File: config.mk
export PLATFORM = sky130hd
export DESIGN_NAME = sum8b_arbiter
export DESIGN_NICKNAME = d
export VERILOG_FILES = /design/src/rtl/alu_pkg.sv /design/src/rtl/sum8b.sv /design/src/rtl/sum8b_arbiter.sv
export SDC_FILE = /design/constraint.sdc
export NUM_CORES = 1
export LEC_CHECK = 0
export ABC_AREA = 0
export CAP_MARGIN = 20
export CORE_MARGIN = 8
export CORE_UTILIZATION = 30
export DETAILED_ROUTE_END_ITERATION = 10
export PLACE_DENSITY = 0.65
export SLEW_MARGIN = 40
export SYNTH_ARGS = -nofsm -noshare
export SYNTH_HDL_FRONTEND = slang
export SYNTH_SLANG_ARGS = --single-unit
File: constraint.sdc
create_clock -name clk -period 2.6 [get_ports clk]
set_clock_uncertainty 0.15 [all_clocks]
set_input_delay 0.39 -clock clk [delete_from_list [all_inputs] [get_ports clk]]
set_output_delay 0.39 -clock clk [all_outputs]
set_load 0.01 [all_outputs]
File: src/rtl/alu_pkg.sv
// alu_pkg: shared FSM states, op encoding and requester count for the adder arbiter
package alu_pkg;
  typedef enum logic [1:0] {IDLE, EXEC, RESP} state_t;
  localparam logic OP_ADD = 1'b0;
  localparam logic OP_SUB = 1'b1;
  localparam int N_REQ = 2;
endpackage

File: src/rtl/sum8b.sv
// sum8b: 8-bit add/subtract with carry-out (no-borrow on subtract) and signed overflow
module sum8b
  import alu_pkg::*;
(
  input  logic [7:0] a,
  input  logic [7:0] b,
  input  logic       sel,
  output logic [7:0] s,
  output logic       cout,
  output logic       ovf
);
  logic       sub;
  logic [7:0] bb;
  logic [8:0] sum;
  assign sub  = sel == OP_SUB;
  assign bb   = sub ? ~b : b;
  assign sum  = {1'b0, a} + {1'b0, bb} + {8'b0, sub};
  assign s    = sum[7:0];
  assign cout = sum[8];
  assign ovf  = (a[7] == bb[7]) && (s[7] != a[7]);
endmodule

File: src/rtl/sum8b_arbiter.sv
// sum8b_arbiter: round-robin time-sharing of one sum8b between two valid/ready requesters
module sum8b_arbiter
  import alu_pkg::*;
#(
  parameter bit PRIO_RESET = 1'b0
) (
  input  logic             clk,
  input  logic             rst,
  input  logic [N_REQ-1:0] req_valid,
  output logic [N_REQ-1:0] req_ready,
  input  logic [7:0]       req0_a,
  input  logic [7:0]       req1_a,
  input  logic [7:0]       req0_b,
  input  logic [7:0]       req1_b,
  input  logic             req0_sel,
  input  logic             req1_sel,
  output logic [N_REQ-1:0] rsp_valid,
  input  logic [N_REQ-1:0] rsp_ready,
  output logic [7:0]       rsp_s,
  output logic             rsp_cout,
  output logic             rsp_ovf,
  output logic             busy
);
  state_t     state;
  logic       last_grant;
  logic       id;
  logic       win;
  logic [7:0] op_a;
  logic [7:0] op_b;
  logic       op_sel;
  logic [7:0] s;
  logic       cout;
  logic       ovf;
  // on a tie the requester that was not served last wins
  assign win       = &req_valid ? ~last_grant : req_valid[1];
  assign req_ready = (state == IDLE && |req_valid) ? (win ? 2'b10 : 2'b01) : 2'b00;
  assign rsp_valid = state == RESP ? (id ? 2'b10 : 2'b01) : 2'b00;
  assign busy      = state != IDLE;
  sum8b u_sum (
    .a(op_a),
    .b(op_b),
    .sel(op_sel),
    .s(s),
    .cout(cout),
    .ovf(ovf)
  );
  always_ff @(posedge clk) begin
    if (rst) begin
      state      <= IDLE;
      last_grant <= ~PRIO_RESET;
      rsp_s      <= 8'h00;
      rsp_cout   <= 1'b0;
      rsp_ovf    <= 1'b0;
    end else begin
      case (state)
        IDLE: if (|req_valid) begin
          op_a       <= win ? req1_a : req0_a;
          op_b       <= win ? req1_b : req0_b;
          op_sel     <= win ? req1_sel : req0_sel;
          id         <= win;
          last_grant <= win;
          state      <= EXEC;
        end
        EXEC: begin
          rsp_s    <= s;
          rsp_cout <= cout;
          rsp_ovf  <= ovf;
          state    <= RESP;
        end
        RESP: if (rsp_ready[id]) state <= IDLE;
        default: state <= IDLE;
      endcase
    end
  end
endmodule

; ---- After elaboration in Yosys (flattened, before gate mapping)
; Cells that the tools add are included.
[totals]
in_bits = 40
ff_bits = 31
word_cells = 44
output_inout_bits = 15
[op_classes]
bitwise_logic = 3
n_eq_ne = 6
n_lt_le_gt_ge = 1
mux = 14
add_sub_neg = 2
reduce_logical = 9
[op_table]
columns = op, n
row1 = 2-to-1 mux 8 bit, 3
row2 = 2-to-1 mux 2 bit, 6
row3 = adder 8 x 8 -> 9 bit, 1
row4 = adder 9 x 1 -> 9 bit, 1
row5 = inverter 8 bit, 1
row6 = one-hot mux 2 bit (3 select lines), 1
row7 = AND reduction 2 bit, 3
row8 = 2-to-1 mux 1 bit, 4
row9 = "inequality test 2 x 1 -> 1 bit, second input constant", 2
row10 = AND reduction 3 bit, 1
row11 = "equality test 2 x 1 -> 1 bit, second input constant", 1
row12 = "equality test 2 bit, second input constant", 1
row13 = logical AND 1 bit, 2
row14 = logical NOT 2 bit, 1
row15 = "< comparator 1 x 2 -> 1 bit, second input constant", 1
row16 = inverter 1 bit, 2
row17 = nonzero test 2 bit, 1
row18 = OR reduction 2 bit, 1
row19 = equality test 1 bit, 1
row20 = inequality test 1 bit, 1

; ---- Logic depth before layout (Yosys ltp)
[logic_depth]
depth_word = 6
ltp_mapped = 9
ltp_nobuf = 8

; ---- Hierarchy
; Synthesis repeated with hierarchy kept, for this count alone.
[unflattened]
cells_unflattened = 161
area_unflattened_um2 = 1778.0
[by_module_without_submodules]
columns = module, area_each_um2, cells_per_inst, seq_area_each_um2, instances
row1 = sum8b_arbiter, 1307.5, 101, 800.8, 1
row2 = sum8b, 470.5, 60, 0.0, 1

; ---- Worst setup path after synthesis
; OpenSTA, ideal clock, no wires.
[synth_timing]
path_type = reg-to-reg
startpoint = register op_sel
endpoint = register rsp_cout
synth_period_minus_slack_ns = 2.190
required_time_ns = 2.355
arrival_ns = 1.944
path_buffers = 1
path_stages_with_launch = 10
setup_time_ns = 0.095
path_slack_ns = 0.410
cell_sequence = edfxtp_1 -> buf_6 -> xor2_1 -> inv_1 -> fa_1 -> nand2b_1 -> a21oi_1 -> o21a_1 -> o21ai_1 -> a221oi_1
[synth_via]
elab_chain_len = 3
[synth_lines]
columns = element, line_no
row1 = from (decl), sum8b_arbiter.sv:30  ; logic op_sel;
row2 = from (signal assigned), sum8b_arbiter.sv:59  ; op_sel <= win ? req1_sel : req0_sel;
row3 = 2-to-1 mux 8 bit, sum8b.sv:16  ; assign bb = sub ? ~b : b;
row4 = adder 8 x 8 -> 9 bit, sum8b.sv:17  ; assign sum = {1'b0, a} + {1'b0, bb} + {8'b0, sub};
row5 = adder 9 x 1 -> 9 bit *, sum8b.sv:17
row6 = to (signal assigned), sum8b_arbiter.sv:66  ; rsp_cout <= cout;
row7 = to (decl), sum8b_arbiter.sv:20  ; output logic rsp_cout,
; Mark *: on every way between the ends. The rest lies on a longest branch, timed or not.
; A chain may end at the register's enable or synchronous reset.

; ---- Worst setup path after layout
[layout_timing]
startpoint = input port req_valid[1]
endpoint = output port req_ready[1]
[layout_via]
elab_chain_len = 4
word_cells_on_any_way = 6
classes_between = mux (3) / reduce/logical (3)
[layout_lines]
columns = element, line_no
row1 = from (decl), sum8b_arbiter.sv:9  ; input logic [N_REQ-1:0] req_valid,
row2 = AND reduction 2 bit, sum8b_arbiter.sv:35  ; assign win = &req_valid ? ~last_grant : req_valid[1];
row3 = 2-to-1 mux 1 bit, sum8b_arbiter.sv:35
row4 = 2-to-1 mux 2 bit, sum8b_arbiter.sv:36  ; assign req_ready = (state == IDLE && |req_valid) ? (win ? 2'b10 : 2'b01) : 2'b00;
row5 = 2-to-1 mux 2 bit *, sum8b_arbiter.sv:36
row6 = to (decl), sum8b_arbiter.sv:10  ; output logic [N_REQ-1:0] req_ready,
; Marked as above.

==> results.md <==
* Outcome: finished, final reports clean
* Min-Delay Startpoint: rsp_s[3]$_SDFFE_PP0N_
* Detailed placer's ending HPWL at 2.87 mm
* Critical-path cell with the highest stage delay: clkdlybuf4s50_1
* Die Wd at 91.1 µm
* Die ar. at 0.00831 mm²
* Synthesized cell area at roughly 0.0017 mm²
* Initial antenna violation count at 0
* Share of the clock period used by the worst path after layout at 0.932
* Port Buffer Count at 54
* First-pass iteration count of the detailed router at 4
* Cell Chain, Critical Path: clkdlybuf4s50_1 -> a21boi_2 -> and2_1 -> clkdlybuf4s50_1
* Hold crit path type: flop to flop
* Number of flops mapped to enable cells by yosys at 18
* CP dominant cell by count: clkdlybuf4s50_1
* Clock tree from TritonCTS: yes
* Largest stage delay, worst path at between 0.5 and 0.6 ns
* CTS Root Cell: clkbuf_8
* Final core utilization at 0.450
* Pin count of the biggest net entering global routing at 19
* Number of instances in the synthesized netlist at 151
* Remaining design rule violation count at 0
* Number of nets in the finished design at 258
* Register clock-pin slew on the reported worst setup and hold paths at 0.06 ns
* Worst-case hold slack at 0.301 ns
* Layout cell share with drive strength beyond 1 at 0.142
* Routed via count divided by cell count at 4.57
* Global route overflow at 0
* Number of max-slew violations in the final report at 0
* Post-place instance area at 0.00232 mm²
* Prevailing post-synth register cell: edfxtp_1
* H-Tree Level Count at 2
* Final std cells w/o fill at 283
* Leakage Power at ~0.89 nW
* Headroom to the max-slew limit at 0.603
* Setup repair after global routing missed its margin: false
* Share of the synthesized area in the top cell type at 0.319
* Post-synth ARST share at 0
* Maximum buffer depth of the clock tree at 2
* Required time at the endpoint of the critical path at 2.06 ns
* Final instance area at 0.00246 mm²
* Post-Place Worst Slack at 0.175 ns
* Number of nets produced by synthesis at 199
* Hold violation total from the final report at 0
* Vias at 1294
* Simple-gate portion of the synthesized area at 0.141
* Min cycle time layout at around 2.4 ns
* Setup CP Type: input port to output port
* Area Growth Syn to Fin at 45.4%
* Site row count at 27
* Adder-cell area share of the yosys netlist at 0.0635
* Peak Freq at 413 MHz
* Initial standard-cell utilization of the core at 0.310
* Clock latency of the later-clocked register in the worst-skew pair at 0.28 ns
* Cell accounting for the most synthesized area: edfxtp_1
* Register bit total from synthesis at 31
* Register area share after synthesis at 0.473
* Cts hold-fix bufs at 0
* Sinks on Clock Net at 31
* First-pass GRT wire length at slightly above 6 mm
* CP Max Fanout at 6
* Worst-case setup margin in the final layout at 0.178 ns
* Post-route total power at between 1.5 and 2 mW
* Global-route usage over all layers at 0.0891
* Largest family of logic cells by synthesized area: simple AND/OR/NAND/NOR gates
* Summed negative setup slack over all endpoints at 0 ns
* Post-synthesis mux area share at 0.132
* Total placed cells including tap cells at 274
* Number of global-route vias before repair at 1349
* Synth Area in Compound Gates at 0.117
* Overall die height at 91.1 µm
* Areal power density over the cells at 620 mW/mm²
* Final Wtd Congestion at 0.754
* Most area-consuming cells after synthesis: edfxtp_1, dfxtp_1, mux2_2
* Total routed wirelength at 3.65 mm
* Post-synthesis area per instance at between 10 and 15 µm²
* Number of clock buffers inserted by TritonCTS at 5
* # IOs at 55
* Placeable core region at 0.00547 mm²
* Wire per inst at approximately 13 µm
* Number of distinct library cells after synthesis at 41
* CP Capture Type: output port
* Xor/xnor share of the synthesized area at 0.0414
* Final setup fails at 0
* Number of nets with antenna violations after detailed routing at 0
* Source of the worst register-to-register timing path: op_sel$_DFFE_PP_
* Startpoint type of the worst setup path: input port
* Worst EP arrival at roughly 1.9 ns
* Yosys warning total at 0
* Antenna Cells at 0
* Startpoint of the most critical setup path: req_valid[1]
* Slew at the pin with the worst max-slew slack at 0.594 ns
* Peak supply drop at 269 µV
* MaxCap Viol Count at 0
* Iteration-0 DRC count of the detailed router at 51
## cells by family after synthesis
| logic type | count (synthesis) |
|---|---|
| xor gates and xnor gates | 8 |
| buffers and inverters | 11 |
| adders and majority gates | 8 |
| and+or+nand+nor | 44 |
| AOI/OAI and AO/OA | 30 |
| DFF | 31 |
| muxes | 19 |
## state kept, by name, indices dropped and copies added, names as in the netlist
name and flops:
last_grant 1, op_sel 1, op_a 8, state 2
op_b 8, rsp_cout 1, id 1, rsp_s 8
rsp_ovf 1
## layout make-up
type	instances	area, µm²
Fill cell	542	3010
Sequential cell	31	801
Clock buffer	5	68.8
Inverter	4	15.0
Multi-Input combinational cell	109	843
Tap cell	72	90.1
Clock inverter	3	67.6
Timing Repair Buffer	59	578
## synth_stat cells (4+ instances only)
library cell and number:
edfxtp_1 18, dfxtp_1 13, mux2_2 12, nor2_1 10, nand3b_1 9, a21oi_1 8, ha_1 7, nand2_1 7
xor2_1 7, mux2_1 5, buf_2 4, inv_1 4, nor3_1 4, o21ai_0 4
## final timing paths
kind / to / slack [ns] / cells after the start
worst max-delay path: req_ready[1] / 0.18 / 4
worst min-delay path: rsp_s[3]$_SDFFE_PP0N_ / 0.30 / 2
worst max register to register: rsp_cout$_SDFFE_PP0N_ / 0.20 / 8
worst min register to register: rsp_s[3]$_SDFFE_PP0N_ / 0.30 / 2
## routing by layer
layer,share of wire,global-route usage,vias up
met2,0.49,0.152,39
met3,0.067,0.0313,5
met1,0.43,0.0943,579
li1,-,-,671
met4,0.019,0.0491,0
met5,0,0,-
## cell usage in the layout (no fill, tap or decap), drive strengths merged, types with 3 or more instances in the layout
master and instances:
a211oi 3, a21oi 8, buf 5, clkbuf 5
clkdlybuf4s50 54, dfxtp 13, edfxtp 18, ha 7
inv 4, mux2 17, nand2 7, nand2b 3
nand3 3, nand3b 9, nor2 10, nor3 4
o21ai 8, xor2 7
## power breakdown
part	switching [mW]	internal, mW
sequential	0.0253	0.571
clock	0.178	0.382
combinational	0.168	0.204
## what timing repair did
action | CTS | global route
buffers inserted | 0 | 1
endpoints found under the setup margin | 0 | 1
gates resized for setup | 0 | 0
hold endpoints to repair | 0 | 0
## critical path: cells and delay by family
kind | cells | cell delay [ns]
buffers and inverters | 2 | 1.02
AO/OA/AOI/OAI | 1 | 0.29
AND/OR/NAND/NOR | 1 | 0.17
(Power assumes the default switching activity.)
